## src/rtl/counter_pkg.sv

```systemverilog
// Shared constants and helpers for the counter family (up and down variants).
//   DefaultMod : default counting modulus
//   clog2()    : bits needed to hold values 0..value-1
package counter_pkg;

  localparam int unsigned DefaultMod = 8;

  // Usable in parameter/localparam expressions (constant function).
  function automatic int unsigned clog2(input int unsigned value);
    int unsigned width;
    int unsigned span;
    width = 0;
    span  = 1;
    while (span < value) begin
      span  = span << 1;
      width = width + 1;
    end
    return width;
  endfunction

endpackage

```

## src/rtl/d_ff_ar.sv

```systemverilog
// Single-bit D flip-flop with asynchronous active-low reset (resets to 0).
//   clk_i  : clock, rising edge
//   rst_ni : asynchronous reset, active low
//   d_i    : next-state input
//   q_o    : registered output
module d_ff_ar (
  input  logic clk_i,
  input  logic rst_ni,
  input  logic d_i,
  output logic q_o
);

  always_ff @(posedge clk_i or negedge rst_ni) begin
    if (!rst_ni) begin
      q_o <= 1'b0;
    end else begin
      q_o <= d_i;
    end
  end

endmodule

```

## src/rtl/counter_mod_n_down.sv

```systemverilog
// Modulo-MOD down counter with parallel load, terminal count and cascade borrow.
// Optional one-shot mode is compiled in with the macro COUNTER_DOWN_ONESHOT_EN:
// the count then stops at 0 and raises a sticky done flag instead of wrapping.
//   clk      : clock, rising edge
//   rst      : asynchronous reset, active low (q=0, done=0)
//   en       : count enable, one decrement per cycle
//   load     : synchronous load strobe, has priority over en
//   load_val : value to load, clamped to MOD-1
//   q        : registered count
//   tc       : high when q==0
//   borrow   : high when q==0, en=1, load=0 (and not done in one-shot mode)
//   done     : one-shot completion flag (constant 0 when one-shot is compiled out)
module counter_mod_n_down
  import counter_pkg::*;
#(
  parameter int unsigned MOD = DefaultMod,
  localparam int unsigned W  = clog2(MOD)
) (
  input  logic         clk,
  input  logic         rst,
  input  logic         en,
  input  logic         load,
  input  logic [W-1:0] load_val,
  output logic [W-1:0] q,
  output logic         tc,
  output logic         borrow,
  output logic         done
);

  localparam logic [W-1:0] MaxCount = W'(MOD - 1);

`ifdef COUNTER_DOWN_ONESHOT_EN
  localparam logic [W-1:0] WrapCount = '0;
`else
  localparam logic [W-1:0] WrapCount = MaxCount;
`endif

  logic [W-1:0] q_q;
  logic [W-1:0] q_d;
  logic [W-1:0] load_clamped;

  // Widen before comparing so non-power-of-two moduli clamp correctly.
  assign load_clamped = (32'(load_val) >= MOD) ? MaxCount : load_val;

  assign tc = (q_q == '0);
  assign q  = q_q;

  always_comb begin
    q_d = q_q;
    if (load) begin
      q_d = load_clamped;
    end else if (en) begin
      q_d = tc ? WrapCount : (q_q - W'(1));
    end
  end

  for (genvar i = 0; i < int'(W); i++) begin : g_q_bit
    d_ff_ar u_q_ff (
      .clk_i  (clk),
      .rst_ni (rst),
      .d_i    (q_d[i]),
      .q_o    (q_q[i])
    );
  end

`ifdef COUNTER_DOWN_ONESHOT_EN
  logic done_q;
  logic done_d;

  // Sticky: set by an enabled cycle at zero, cleared only by load or reset.
  always_comb begin
    done_d = done_q;
    if (load) begin
      done_d = 1'b0;
    end else if (en && tc) begin
      done_d = 1'b1;
    end
  end

  d_ff_ar u_done_ff (
    .clk_i  (clk),
    .rst_ni (rst),
    .d_i    (done_d),
    .q_o    (done_q)
  );

  assign done   = done_q;
  assign borrow = tc & en & ~load & ~done_q;
`else
  assign done   = 1'b0;
  assign borrow = tc & en & ~load;
`endif

endmodule
```

## config.mk

```make
export PLATFORM = sky130hd
export DESIGN_NAME = counter_mod_n_down
export DESIGN_NICKNAME = d
export VERILOG_FILES = /design/src/rtl/counter_pkg.sv /design/src/rtl/d_ff_ar.sv /design/src/rtl/counter_mod_n_down.sv
export SDC_FILE = /design/constraint.sdc
export NUM_CORES = 1
export LEC_CHECK = 0
export ABC_CLOCK_PERIOD_IN_PS = 1550
export BUFFER_PORTS_ARGS = -buffer_cell sky130_fd_sc_hd__buf_2
export CELL_PAD_IN_SITES_DETAIL_PLACEMENT = 0
export CELL_PAD_IN_SITES_GLOBAL_PLACEMENT = 1
export CORE_AREA = 5 5 42 44
export DETAILED_ROUTE_END_ITERATION = 6
export DIE_AREA = 0 0 47 49
export PLACE_DENSITY_LB_ADDON = 0.2
export SETUP_SLACK_MARGIN = 0.15
export SLEW_MARGIN = 20
export SYNTH_ARGS = -nofsm -noshare
export SYNTH_HDL_FRONTEND = slang
export SYNTH_SLANG_ARGS = --single-unit
```

## constraint.sdc

```tcl
create_clock -name clk -period 1.55 [get_ports clk]
set_input_delay 0.0775 -clock clk [delete_from_list [all_inputs] [get_ports clk]]
set_output_delay 0.0775 -clock clk [all_outputs]
set_load 0.01 [all_outputs]
```

### After elaboration in Yosys (flattened, before gate mapping)

Index checks and enable logic that the tools add are counted.

* muxes and demuxes: 3
* add/subtract/negate cells: 1
* reductions and logical operators: 2
* bitwise gates (word level): 3

Operators with widths (number)
* $mux 3: 3
* $logic_not 3->1: 1
* $sub 3x1->3 const B: 1
* $and 1x1->1: 2
* $reduce_bool 2->1: 1
* $not 1->1: 1

* output and inout bits: 6
* bits of input ports: 7
* word-level logic and storage cells: 12
* register bits: 3

### Depth between registers and ports, before layout

* depth after elaboration: 4
* depth in mapped cells: 5
* mapped depth without buffers: 5

### By module

From an unflattened synthesis, not the netlist that was laid out.

* cells, all modules: 25
* area total of the unflattened synthesis: 201.4 um^2

By module, submodules not included
* counter_mod_n_down: area each 126.4 um^2, seq. area each 0.0 um^2, times used 1, cells each 22
* d_ff_ar: area each 25.0 um^2, seq. area each 25.0 um^2, times used 3, cells each 1

### Least setup slack after synthesis

OpenSTA, ideal clock, no wires.

* kind: register -> register
* start point: reg g_q_bit[0].u_q_ff.q_o
* end point: reg g_q_bit[1].u_q_ff.q_o
* buffers on the path: 0
* stages on the path, launching flop included: 6
* period minus slack after synthesis: 1.137 ns
* setup time: 0.064 ns
* data arrival time: 1.073 ns
* data required time: 1.486 ns
* setup slack: 0.413 ns
* cell sequence: dfrtp_1 > inv_1 > ha_1 > nand2b_4 > a311oi_1 > a21o_1

* word-level cells in the longest chain between the ends: 4
* elaborated cells on any way between the ends: 5
* those cells by class: 1 x add/sub; 3 x mux; 1 x reduce/logical

Ends and longest elaborated chain
* from (decl): RTL line d_ff_ar.sv:10 `output logic q_o`
* from (signal assigned): RTL line d_ff_ar.sv:17 `q_o <= d_i;`
* $sub 3x1->3 or $logic_not 3->1 (tied branches): RTL line counter_mod_n_down.sv:53, counter_mod_n_down.sv:45
* $mux 3 (*): RTL line counter_mod_n_down.sv:53 `q_d = tc ? WrapCount : (q_q - W'(1));`
* $mux 3 (*): RTL line counter_mod_n_down.sv:52 `end else if (en) begin`
* $mux 3 (*): RTL line counter_mod_n_down.sv:50 `if (load) begin`
* to (signal assigned): RTL line d_ff_ar.sv:17
* to (decl): RTL line d_ff_ar.sv:10

Mark *: on every way between the ends. The rest lies on a longest branch, timed or not. The select of a mux whose other input is x is not followed.
A chain may end at the register's enable or synchronous reset.

### Worst setup path after layout

* start point: reg g_q_bit[1].u_q_ff.q_o
* end point: out borrow

* word-level cells in the longest chain between the ends: 3

Ends and longest elaborated chain
* $logic_not 3->1: RTL line counter_mod_n_down.sv:45 `assign tc = (q_q == '0);`
* $and 1x1->1 (2 in series): RTL line counter_mod_n_down.sv:91 `assign borrow = tc & en & ~load;`
* to (decl): RTL line counter_mod_n_down.sv:26 `output logic borrow,`

No other way between the ends.

==> results.py <==
metrics = {
    "run_status": {
        "status": "completed",
    },
    "floorplanning": {
        "die-area_um2": 2303,
        "rows": 14,
        "die_w_um": 47,
        "start_util_pct": 16.70,
        "die_h_um": 49,
        "io_pins": 13,
        "core_area_um2": 1401,
    },
    "grt": {
        "grt_pass1_vias": 233,
        "antenna_found_initial": 0,
        "grt-ovfl-total": 0,
        "track_usage_pct": 6.135,
        "grt_pass1_wl_um": 959,
        "grt_max_degree": 8,
    },
    "setup_path": {
        "reg2reg_to": "g_q_bit[2].u_q_ff.q_o$_DFFE_PN0P_",
        "crit_chain": "inv_2 -> ha_4 -> nand2b_4 -> nor3b_2 -> buf_2",
        "rrSetupSlack_ns": 0.33,
        "required_ns": 1.47,
        "crit_arrival_ns": 1.23,
        "crit_path_top_delay_cell": "dfrtp_1",
        "setup.worst_path.class": "reg -> out",
        "r2r_cells": 5,
        "crit_path_start_kind": "flip-flop",
        "cp_max_fo": 4,
        "worstSetupEndpointType": "primary output",
        "slowest_delay_ns": 0.39,
        "r2r_start": "g_q_bit[0].u_q_ff.q_o$_DFFE_PN0P_",
    },
    "final_layout": {
        "drive_gt1_share_pct": 48.72,
        "largest_register_ffs": 3,
        "finalInstanceArea_um2": 332.8,
        "fill_cells": 176,
        "antenna_cells": 0,
        "largest_registers": "g_q_bit.u_q_ff.q_o x3",
        "area_delta_synth_final_pct": 42.25,
        "layout.nets": 49,
        "regMostFlops": "g_q_bit.u_q_ff.q_o",
    },
    "timing": {
        "finalSetupViolations": 0,
        "layout_min_cycle_time_ns": 1.310,
        "fin_skew_ns": 0.001884,
        "maxSlewViolCount": 0,
        "min_period_over_period_pct": 84.49,
        "finalSetupTns_ns": 0,
        "finalWorstSetupSlack_ns": 0.2404,
        "hold_viol_final": 0,
        "rsz0062_at_grt": "no",
        "max_freq_ghz": 0.7636,
    },
    "cts": {
        "root_buffer": "clkbuf_4",
        "cts.clk_slew.worst_paths_ns": 0.04,
        "htreeDepth": 1,
        "cts.path.max_buffers": 2,
        "clock_latency_ns": 0.23,
        "clock_sinks": 3,
        "cts_tree": "done",
        "cts_buffers": 3,
    },
    "synthesis": {
        "netlist_instances": 27,
        "synth_fp_nets": 36,
        "ys_seq_elements": 3,
        "netlist-cell-type-count": 15,
        "avgSynthCellArea_um2": 8.666,
        "yosys_warnings": 0,
        "ys_seq_area_share_pct": 32.09,
        "synth_area_um2": 234.0,
    },
    "drt": {
        "drt_iter0_markers": 3,
        "antenna_left": 0,
        "drt_drc_violations_left": 0,
        "viasPerCell": 3.673,
        "vias": 202,
        "wl_per_cell_um": 10.02,
        "m1WireLength_um": 231,
        "topRoutingLayerUsed": "met3",
        "wl_met3_um": 30,
        "met2_wirelength_um": 288,
        "firstDrtPassIters": 2,
        "totalWireLength_um": 551,
    },
    "power": {
        "power_density_nw_per_um2": 971.1,
        "peakVddDrop_mv": 0.3186,
        "power_uw": 323.2,
        "p_leak_nw": 0.1740,
    },
    "min_path": {
        "hold_path.class": "in -> reg",
        "hp-start": "load_val[1]",
        "holdPathStages": 2,
        "min_to": "g_q_bit[1].u_q_ff.q_o$_DFFE_PN0P_",
    },
    "placed_design": {
        "dp_worst_setup_slack_ns": 0.3010,
        "io_buffers": 11,
        "place_area_um2": 279.0,
        "gp_congestion": 0.6528,
    },
    "run": {
        "maxCapViolCount": 0,
    },
}
-- where the power goes --
group / leakage, nW / switching [mW] / internal [mW]
clock network: 0.0150 / 0.0402 / 0.0965
registers: 0.0355 / 0.00906 / 0.0881
logic: 0.124 / 0.0453 / 0.0441
-- cells in the mapped netlist --
cell      number  share of area [%]
buf_4          4                 13
dfrtp_1        3                 32
inv_1          3                4.8
nor2_1         3                4.8
ha_1           2                 11
nand3_1        2                4.3
o21ai_0        2                4.3
a21o_1         1                3.2
a22o_1         1                3.7
a311oi_1       1                3.7
conb_1         1                1.6
nand2_1        1                1.6
nand2b_4       1                5.9
nor3b_1        1                3.2
o21a_1         1                3.2
-- worst max path at each step --
stage / start / endpoint / slack, ns / depth (start not counted)
after floorplan: g_q_bit[0].u_q_ff.q_o$_DFFE_PN0P_ / g_q_bit[1].u_q_ff.q_o$_DFFE_PN0P_ / 0.41 / 5
after global placement: g_q_bit[0].u_q_ff.q_o$_DFFE_PN0P_ / g_q_bit[1].u_q_ff.q_o$_DFFE_PN0P_ / 0.31 / 5
after detailed placement: g_q_bit[0].u_q_ff.q_o$_DFFE_PN0P_ / g_q_bit[1].u_q_ff.q_o$_DFFE_PN0P_ / 0.30 / 5
after CTS: g_q_bit[0].u_q_ff.q_o$_DFFE_PN0P_ / borrow / 0.16 / 5
after global routing: g_q_bit[1].u_q_ff.q_o$_DFFE_PN0P_ / borrow / 0.17 / 5
final: g_q_bit[1].u_q_ff.q_o$_DFFE_PN0P_ / borrow / 0.24 / 5
-- metal layers --
metal	up-vias	global-route usage [%]
met5	-	0
met4	0	6.912
met3	0	2.583
met2	5	7.919
met1	89	6.623
li1	108	-
-- cell type report --
class                           instances  area [um^2]  share of cell area (%)
Multi-Input combinational cell         17        135.1                   40.60
Sequential cell                         3        75.07                   22.56
Timing Repair Buffer                   12        65.06                   19.55
Clock buffer                            4        26.28                   7.895
Tap cell                               16        20.02                   6.015
Inverter                                3        11.26                   3.383
-- cell families after synthesis --
family / after synthesis / synth area share [%]
AND/OR/NAND/NOR: 8 / 19.78
other: 1 / 1.603
flip-flops: 3 / 32.08
adder cells (fa/ha/maj): 2 / 10.69
buffers and inverters: 7 / 17.65
AO/OA/AOI/OAI: 6 / 18.19
-- through the flow --
stage,cells,utilization (%),hold WS (ns)
after detailed placement,50,19.91,-0.1211
after global routing,55,23.75,0.06664
after global placement,50,19.91,-0.1238
after floorplan,27,-,-0.2181
final,55,23.75,0.05205
after CTS,55,23.39,0.03961
-- layout by cell type, fill, tap and decap left out, drive strengths merged, types with 2 or more instances in the layout --
| cell | instances |
|---|---|
| dfrtp | 3 |
| nor2 | 3 |
| inv | 3 |
| o21ai | 2 |
| ha | 2 |
| nand3 | 2 |
| buf | 11 |
| clkbuf | 4 |
-- worst max-delay path: cells and delay by family (launching register included) --
family	cells	cell delay [ns]
adder cells (fa/ha/maj)	1	0.15
buffers and inverters	2	0.23
flip-flops	1	0.39
AND/OR/NAND/NOR	2	0.22
-- what timing repair did --
action                                  in CTS  in global routing
pin swaps                                    1                  0
setup buffers                                0                  0
hold buffers                                 1                  0
endpoints found under the setup margin       1                  1
endpoints found under the hold margin        3                  0
gates cloned                                 0                  0
gates resized for setup                      3                  2
Power figures use the tool's default switching activity.
